$ cat config.mk
export PLATFORM = sky130hd
export DESIGN_NAME = pattern_hit_window_counter
export DESIGN_NICKNAME = d
export VERILOG_FILES = /design/src/rtl/pattern_hit_window_counter.sv
export SDC_FILE = /design/constraint.sdc
export NUM_CORES = 1
export LEC_CHECK = 0
export ABC_AREA = 1
export BUFFER_PORTS_ARGS = -buffer_cell sky130_fd_sc_hd__buf_4
export CAP_MARGIN = 5
export CELL_PAD_IN_SITES_DETAIL_PLACEMENT = 1
export CELL_PAD_IN_SITES_GLOBAL_PLACEMENT = 1
export CORE_UTILIZATION = 37
export DETAILED_ROUTE_END_ITERATION = 10
export PLACE_DENSITY = 0.79
export SYNTH_ARGS = -nofsm -noshare
export SYNTH_HDL_FRONTEND = slang
export SYNTH_SLANG_ARGS = --single-unit
$ cat constraint.sdc
create_clock -name clk -period 2.6 [get_ports clk]
set_input_delay 0.52 -clock clk [delete_from_list [all_inputs] [get_ports clk]]
set_output_delay 0.52 -clock clk [all_outputs]
set_load 0.005 [all_outputs]
$ cat src/rtl/pattern_hit_window_counter.sv
// Counts detector hits over a programmable window of clock cycles and publishes
// the saturating count, a threshold alarm and an overflow flag once per window.
//
// state   | meaning
// --------+-------------------------------------------------------------
// ST_IDLE | waiting for start with a non-zero window length
// ST_RUN  | counting hits, remaining holds the cycles still to sample
// ST_DONE | one-cycle result strobe, published outputs just loaded
module pattern_hit_window_counter #(
  parameter int CNT_W = 8,
  parameter int WIN_W = 16
) (
  input  logic             clk,
  input  logic             reset,
  input  logic             hit,
  input  logic             start,
  input  logic [WIN_W-1:0] win_len,
  input  logic [CNT_W-1:0] threshold,
  output logic             busy,
  output logic             done,
  output logic [CNT_W-1:0] hit_count,
  output logic             alarm,
  output logic             overflow
);

  typedef enum logic [1:0] {
    ST_IDLE = 2'd0,
    ST_RUN  = 2'd1,
    ST_DONE = 2'd2
  } state_t;

  localparam logic [CNT_W-1:0] CNT_MAX = '1;
  localparam logic [CNT_W-1:0] CNT_ONE = CNT_W'(1);
  localparam logic [WIN_W-1:0] WIN_ONE = WIN_W'(1);

  state_t           state, state_nxt;
  logic [WIN_W-1:0] remaining, remaining_nxt;
  logic [CNT_W-1:0] run_cnt, run_cnt_nxt;
  logic [CNT_W-1:0] thr_q, thr_nxt;
  logic             run_ovf, run_ovf_nxt;
  logic [CNT_W-1:0] hit_count_nxt;
  logic             alarm_nxt, overflow_nxt;
  logic             busy_nxt, done_nxt;

  logic             sat_hit;
  logic [CNT_W-1:0] cnt_inc;

  // The last RUN cycle's hit must reach the published result on the same
  // edge, so the saturating increment is formed combinationally.
  always_comb begin
    sat_hit = hit && (run_cnt == CNT_MAX);
    cnt_inc = (hit && !sat_hit) ? run_cnt + CNT_ONE : run_cnt;
  end

  always_comb begin
    state_nxt     = state;
    remaining_nxt = remaining;
    run_cnt_nxt   = run_cnt;
    thr_nxt       = thr_q;
    run_ovf_nxt   = run_ovf;
    hit_count_nxt = hit_count;
    alarm_nxt     = alarm;
    overflow_nxt  = overflow;
    busy_nxt      = 1'b0;
    done_nxt      = 1'b0;

    case (state)
      ST_IDLE: begin
        if (start && (win_len != '0)) begin
          state_nxt     = ST_RUN;
          remaining_nxt = win_len;
          thr_nxt       = threshold;
          run_cnt_nxt   = '0;
          run_ovf_nxt   = 1'b0;
          busy_nxt      = 1'b1;
        end
      end

      ST_RUN: begin
        busy_nxt      = 1'b1;
        run_cnt_nxt   = cnt_inc;
        run_ovf_nxt   = run_ovf | sat_hit;
        remaining_nxt = remaining - WIN_ONE;
        // Leaving at 1 keeps remaining from ever wrapping.
        if (remaining == WIN_ONE) begin
          state_nxt     = ST_DONE;
          hit_count_nxt = cnt_inc;
          alarm_nxt     = (cnt_inc >= thr_q);
          overflow_nxt  = run_ovf | sat_hit;
          done_nxt      = 1'b1;
        end
      end

      ST_DONE: begin
        state_nxt = ST_IDLE;
      end

      default: begin
        state_nxt = ST_IDLE;
      end
    endcase
  end

  always_ff @(posedge clk) begin
    if (reset) begin
      state     <= ST_IDLE;
      remaining <= '0;
      run_cnt   <= '0;
      thr_q     <= '0;
      run_ovf   <= 1'b0;
      hit_count <= '0;
      alarm     <= 1'b0;
      overflow  <= 1'b0;
      busy      <= 1'b0;
      done      <= 1'b0;
    end else begin
      state     <= state_nxt;
      remaining <= remaining_nxt;
      run_cnt   <= run_cnt_nxt;
      thr_q     <= thr_nxt;
      run_ovf   <= run_ovf_nxt;
      hit_count <= hit_count_nxt;
      alarm     <= alarm_nxt;
      overflow  <= overflow_nxt;
      busy      <= busy_nxt;
      done      <= done_nxt;
    end
  end

endmodule
Yosys cells after proc, flatten, opt, wreduce, memory -nomap -nowiden
Index checks and enable logic that the tools add are counted.

Register bits after elaboration: 47. Input port bits: 28. Output and inout bits: 12. Word-level logic and storage cells: 45.

Add/subtract/negate cells: 2. $lt $le $gt $ge: 1. Equality and inequality tests: 5. Muxes and demuxes: 13. Bitwise logic cells: 2. Reductions and logical operators: 12.

Operators with widths (number): $pmux 16 s2 (1); $eq 16x1->1 const B (1); $mux 16 (1); $mux 8 (2); $pmux 8 s2 (1); $reduce_bool 16->1 (1); $sub 16x1->16 const B (1); $add 8x1->8 const B (1); $eq 8x8->1 const B (1); $ge 8x8->1 (1); $reduce_and 2->1 (4); $mux 2 (2); $ne 2x2->1 const B (2); $pmux 1 s2 (2); $pmux 2 s2 (1); $logic_and 1x1->1 (3); $mux 1 (3); $eq 2x1->1 const B (1); $logic_not 2->1 (1); $reduce_bool 2->1 (1); $reduce_or 2->1 (1); $logic_not 1->1 (1); $not 1->1 (1); $or 1x1->1 (1).

Depth between registers and ports, before layout
Gate-level depths: netlist of the first run.

Depth after elaboration: 6. Depth in mapped cells: 16. Depth with buffers taken out: 16.

Worst setup path after synthesis of the first run
Ideal clock, no wire load.

Kind: register to register. Start point: reg run_cnt[0]. End point: reg alarm. Library setup time: 138 ps. Arrival time: 1919 ps. Required time: 2462 ps. Path slack: 543 ps. Stages on the path, launching flop included: 16. Path buffers: 0. Period minus slack after synthesis: 2057 ps. Cells stage by stage: dfxtp_1 > ha_1 > clkinv_1 > nor2_4 > nand2_2 > nand2_4 > nand2_1 > a21boi_1 > ha_1 > nand2_1 > inv_1 > nor2_1 > o21a_1 > nand3_1 > nand2_1 > a21oi_1.

Longest elaborated chain between the ends: 6. Elaborated cells between the ends (all ways): 7. Classes of those cells: 1 x add/sub; 1 x order compare; 1 x eq/ne; 1 x mux; 3 x reduce/logical.

RTL lines: start: declaration (line 38) `logic [CNT_W-1:0] run_cnt, run_cnt_nxt;`; start signal: assignment (line 119) `run_cnt <= run_cnt_nxt;`; branches (longest 4 deep; another with $add 8x1->8); $mux 8 * (line 52) `cnt_inc = (hit && !sat_hit) ? run_cnt + CNT_ONE : run_cnt;`; net cnt_inc[7] (line 46) `logic [CNT_W-1:0] cnt_inc;`; $ge 8x8->1 * (line 88) `alarm_nxt = (cnt_inc >= thr_q);`; end signal: assignment (line 123) `alarm <= alarm_nxt;`; end: declaration (line 22) `output logic alarm,`.

Mark *: on every way through the listed nets, which the timed path passes. A chain may end at the register's enable or synchronous reset.

Final worst setup path of the first run
Ends and elaborated chain as after synthesis.

==> impl_metrics.toml, run 1 <==
[route]
drt_pass1_iterations = 4
wl_mm = 8.770
vias = 3000
ant_nets = 0
vias_per_cell = 5.076
drc = 0
avgRoutedWirePerCell_um = 14.84
drt_iter0_markers = 75

[clocking]
cts_buffers = 5
root_buffer = "clkbuf_8"
cts_tree = "yes"
postCtsSetupBuffers = 0
clk_pin_slew_worst_paths_ns = 0.10
numClockSinks = 47
post_cts_resized = 0
insertion_delay_ns = 0.31
htree_levels = 2
cts_hold_buf = 0
clockBufferDepth = 2

[cells_and_area]
diodes = 0
final_nets = 527
nFillCells = 1050
drive_gt1_frac = 0.1779
stdcell_count = 591
area_growth_pct = 16.01

[global_routing]
antenna_found_initial = 0
grt_first_pass_wirelength_mm = 14.80
grt_max_degree = 29
track_usage = 0.2220
gr-total-overflow = 0
grt_pass1_vias = 3089

[synth]
avgSynthCellArea_um2 = 6.617
synth_cell_types = 33
ys_seq_area_frac = 0.3160
synth-seq-cells = 47
synth_nets = 489
synth_area_um2 = 2978
yosysWarnings = 0
synth_cells = 450

[floorplan]
core_area_um2 = 7767
start_util = 0.3834
die_y_um = 91.71
dieArea_um2 = 8411
rows = 32
num_io_pins = 40
die_width_um = 91.71

[placement]
port_buffers = 39
gp_congestion = 0.8504
post-place-ws_ns = 0.2821
placedCellCount = 583
hpwl_mm = 6.728

[timing]
finalCritPeriodShare = 0.8970
tightest_slew_ns = 0.4497
finalCriticalPeriod_ns = 2.332
totalNegativeSetupSlack_ns = 0
fin_ws_ns = 0.2677
rsz0062_at_grt = "false"
finalSetupViolCount = 0
clock.fmax_ghz = 0.4288
relSlewSlack = 0.6998
skew_ns = 0.006229
hold_violations = 0
slew_violations = 0

[critical_path]
path_class = "flip-flop to flip-flop"
worstPathMaxFanout = 7
critPathCaptureType = "flip-flop"
arrival_ns = 2.53
required_ns = 2.80
start_kind = "flip-flop"

[job]
drv_cap = 0

[power_and_ir_drop]
ir_worst_vdd_uv = 247.4
leakagePower_uw = 0.001627
power_density_nw_per_um2 = 550.3

[min_path]
hp-class = "flip-flop to flip-flop"

[outcome]
status = "complete, no violations"
cell type report:
| class | count | area (µm²) | share of cell area |
|---|---|---|---|
| Clock buffer | 6 | 82.58 | 0.02390 |
| Sequential cell | 47 | 940.9 | 0.2724 |
| Multi-Input combinational cell | 331 | 1713 | 0.4958 |
| Tap cell | 102 | 127.6 | 0.03694 |
| Clock inverter | 2 | 38.79 | 0.01123 |
| Inverter | 59 | 221.5 | 0.06411 |
| Timing Repair Buffer | 44 | 330.3 | 0.09562 |
through the flow:
stage	total power, µW	hold WS [ns]	util	area [µm²]
final	1901	0.4753	0.4447	3455
after floorplan	1181	0.4355	-	2978
after detailed placement	1320	0.4656	0.4291	3333
after CTS	1919	0.4806	0.4447	3455
after global placement	1303	0.4549	0.4291	3333
after global routing	2020	0.4982	0.4447	3455
cell usage after synthesis:
cell type / number / area (µm²)
a21boi_1: 1 / 7.510
a21oi_1: 16 / 80.08
a21oi_2: 9 / 78.83
a21oi_4: 1 / 16.27
and2_1: 3 / 18.77
buf_12: 2 / 40.04
buf_2: 5 / 25.02
buf_4: 1 / 7.510
buf_8: 1 / 15.01
clkbuf_1: 4 / 15.01
clkinv_1: 3 / 11.26
dfxtp_1: 47 / 940.9
ha_1: 11 / 137.6
inv_1: 54 / 202.7
inv_2: 2 / 7.510
nand2_1: 113 / 424.2
nand2_2: 3 / 18.77
nand2_4: 2 / 22.52
nand3_1: 48 / 240.2
nand3_2: 10 / 100.1
nand4_1: 8 / 50.05
nor2_1: 59 / 221.5
nor2_2: 4 / 25.02
nor2_4: 3 / 33.78
nor3_1: 8 / 40.04
nor3_2: 1 / 10.01
o2111a_1: 1 / 11.26
o21a_1: 1 / 7.510
o21ai_0: 20 / 100.1
o21ai_1: 2 / 10.01
o21bai_1: 2 / 15.01
xnor2_1: 1 / 8.760
xor2_1: 4 / 35.03
metal layers:
metal,vias to the layer above,track usage,part of all wire
met5,-,0,0
met4,0,0.06120,0.015
met3,14,0.03068,0.027
met2,47,0.4192,0.51
met1,1427,0.2598,0.44
li1,1512,-,-
placed cells by master (no fill, tap or decap), types with 3 or more instances in the layout:
| cell type | n |
|---|---|
| nand4_1 | 8 |
| a21oi_1 | 16 |
| dfxtp_1 | 47 |
| nand2_2 | 3 |
| nor2_1 | 59 |
| nand2_1 | 113 |
| nand3_1 | 48 |
| clkbuf_8 | 6 |
| nor2_2 | 4 |
| clkinv_1 | 3 |
| a21oi_2 | 9 |
| buf_4 | 44 |
| nor2_4 | 3 |
| o21ai_0 | 20 |
| inv_1 | 54 |
| nor3_1 | 8 |
| and2_1 | 3 |
| nand3_2 | 10 |
| xor2_1 | 4 |
| ha_1 | 11 |
worst paths after layout:
path / startpoint / to / slack (ns) / cells after the start
min reg2reg: thr_q[2] / thr_q[2] / 0.48 / 2
max reg2reg: run_cnt[0] / alarm / 0.27 / 15
min: thr_q[2] / thr_q[2] / 0.48 / 2
max: run_cnt[0] / alarm / 0.27 / 15
state kept, by name, indices dropped and copies added (netlist names):
| register | cells |
|---|---|
| alarm | 1 |
| thr_q | 8 |
| state | 2 |
| run_ovf | 1 |
| overflow | 1 |
| remaining | 16 |
| busy | 1 |
| hit_count | 8 |
| run_cnt | 8 |
| done | 1 |
kinds of logic after synthesis:
logic type,count (synthesis),synth area share
buf+inv,72,0.1088
simple gates,262,0.4046
fa+ha+maj,11,0.04622
compound gates,53,0.1097
flops,47,0.3160
xor+xnor,5,0.01471
worst max-delay path, cell delays in order (launching register included):
cell	delay, ns
dfxtp_1	0.42
ha_1	0.21
clkinv_1	0.12
nor2_4	0.20
nand2_2	0.11
nand2_4	0.11
nand2_1	0.07
a21boi_1	0.16
ha_1	0.31
nand2_1	0.08
inv_1	0.05
nor2_1	0.08
o21a_1	0.12
nand3_1	0.08
nand2_1	0.06
a21oi_1	0.06
where the power goes:
| part | internal [µW] | total, µW | switching [µW] |
|---|---|---|---|
| clock | 317 | 595 | 279 |
| combinational | 172 | 494 | 322 |
| sequential | 766 | 811 | 45.2 |
Power figures use the tool's default switching activity.
==> run 2, diff against run 1 <==
--- a/config.mk
+++ b/config.mk
@@ -10,9 +10,10 @@
 export CAP_MARGIN = 5
 export CELL_PAD_IN_SITES_DETAIL_PLACEMENT = 1
 export CELL_PAD_IN_SITES_GLOBAL_PLACEMENT = 1
-export CORE_UTILIZATION = 37
+export CORE_UTILIZATION = 30
 export DETAILED_ROUTE_END_ITERATION = 10
-export PLACE_DENSITY = 0.79
+export PLACE_DENSITY = 0.68
+export RECOVER_POWER = 50
 export SYNTH_ARGS = -nofsm -noshare
 export SYNTH_HDL_FRONTEND = slang
 export SYNTH_SLANG_ARGS = --single-unit
==> run 2 against run 1 <==
Effect of this change: via count fell by 0.23%; clock power is 3% lower; clock-buffer cell count down 1; flip-flop and latch count unchanged; critical endpoint unchanged; wire length up 3.8%; highest routed layer unchanged; utilization is 7.7 points lower; critical path depth grew 1; combinational power up 2%; setup slack better by 0.034 ns.
==> impl_metrics.toml, run 2 (same netlist as run 1, synthesis figures left out) <==
[critical_path]
required_ns = 2.85
crit_top_cell = "nand2_1"
slowest_delay_ns = 0.40
critPathCaptureType = "flip-flop"
start_kind = "flip-flop"
path_class = "flip-flop to flip-flop"
slowest_stage = "dfxtp_1"
crit_family = "simple AND/OR/NAND/NOR gates"
worstPathCellList = "ha_1, clkinv_1, nor2_4, nand2_2, nand2_4, nand2_1, nand2_1, inv_2, ha_1, nand2_1, o21bai_1, nand2_1, nand2_1, nand3_1, nand2_1, a21oi_1"
arrival_ns = 2.55
worstPathMaxFanout = 7
cp.buffers_inverters = 2

[clocking]
cts_hold_buf = 0
clk_pin_slew_worst_paths_ns = 0.10
insertion_delay_ns = 0.31
root_buffer = "clkbuf_8"
htree_levels = 2
cts_buffers = 5
clockBufferDepth = 2
postCtsSetupBuffers = 0
post_cts_resized = 0
numClockSinks = 47
cts_tree = "yes"

[route]
vias_per_cell = 4.835
met1_length_mm = 4.033
met3_length_um = 292
ant_nets = 0
highest_layer = "met4"
drt_iter0_markers = 55
wl_met2_mm = 4.658
wl_mm = 9.103
avgRoutedWirePerCell_um = 14.71
vias = 2993
drt_pass1_iterations = 4
drc = 0

[global_routing]
antenna_found_initial = 0
grt_max_degree = 29
grt_first_pass_wirelength_mm = 15.32
grt_pass1_vias = 3148
gr-total-overflow = 0
track_usage = 0.1923

[cells_and_area]
final_common_cell = "nand2_1"
largest_register_ffs = 16
regMostFlops = "remaining"
diodes = 0
final_cell_mix = "nand2_1 (115), nor2_1 (59), inv_1 (55)"
area_growth_pct = 16.43
nFillCells = 1254
final_nets = 528
drive_gt1_frac = 0.1673
final_util = 0.3682

[timing]
totalNegativeSetupSlack_ns = 0
timing.hold.ws_ns = 0.4765
skew_ns = 0.007312
tightest_slew_ns = 0.8606
finalCritPeriodShare = 0.8842
clock.fmax_ghz = 0.4350
rsz0062_at_grt = "false"
hold_violations = 0
finalSetupViolCount = 0
slew_violations = 0
relSlewSlack = 0.4263
finalCriticalPeriod_ns = 2.299

[placement]
gp_congestion = 0.8409
hpwl_mm = 7.130
port_buffers = 39

[floorplan]
die_y_um = 101.6
num_io_pins = 40
dieArea_um2 = 10330
die_width_um = 101.6
start_util = 0.3163
rows = 35
core_area_um2 = 9415

[job]
drv_cap = 0

[power_and_ir_drop]
leakagePower_uw = 0.001614
power_density_nw_per_um2 = 545.5
ir_worst_vdd_uv = 220.7

[min_path]
hp-class = "flip-flop to flip-flop"

[outcome]
status = "complete, no violations"
## run 2: report_power, final
part           total, µW  internal, µW  switching (µW)
registers            811           766            44.3
logic                502           173             329
clock network        579           290             289
total               1890          1230             662
## run 2: final timing paths
| check | from | to | slack (ns) | cells after the start |
|---|---|---|---|---|
| hold reg to reg | thr_q[3] | thr_q[3] | 0.48 | 2 |
| setup reg to reg | run_cnt[0] | alarm | 0.30 | 16 |
| hold / removal | thr_q[3] | thr_q[3] | 0.48 | 2 |
| setup / recovery | run_cnt[0] | alarm | 0.30 | 16 |
## run 2: metal layers
metal	track usage	up-vias
met4	0.04682	0
li1	-	1513
met3	0.02761	11
met1	0.2283	1418
met5	0	-
met2	0.3602	51
## run 2: metrics by stage
step	total power (µW)	setup WS (ns)	cells	cell area [µm²]
floorplan	1181	0.5429	450	2978
global placement	1316	0.4269	611	3374
detailed placement	1335	0.3248	611	3374
CTS	1923	0.2792	619	3490
global route	2026	0.08137	619	3467
finish	1891	0.3012	619	3467
## run 2: layout make-up
cell class / instances / area [µm²] / share of cell area
clock buffer: 5 / 68.82 / 0.01985
clock inverter: 3 / 46.29 / 0.01335
inverter: 59 / 221.5 / 0.06388
multi-input combinational: 331 / 1694 / 0.4886
sequential: 47 / 940.9 / 0.2714
tap: 129 / 161.4 / 0.04655
timing repair buffer: 45 / 334.1 / 0.09635
## run 2: worst min-delay path: stages (launching register included)
cell	delay [ns]
dfxtp_1	0.31
inv_1	0.07
a21oi_1	0.06
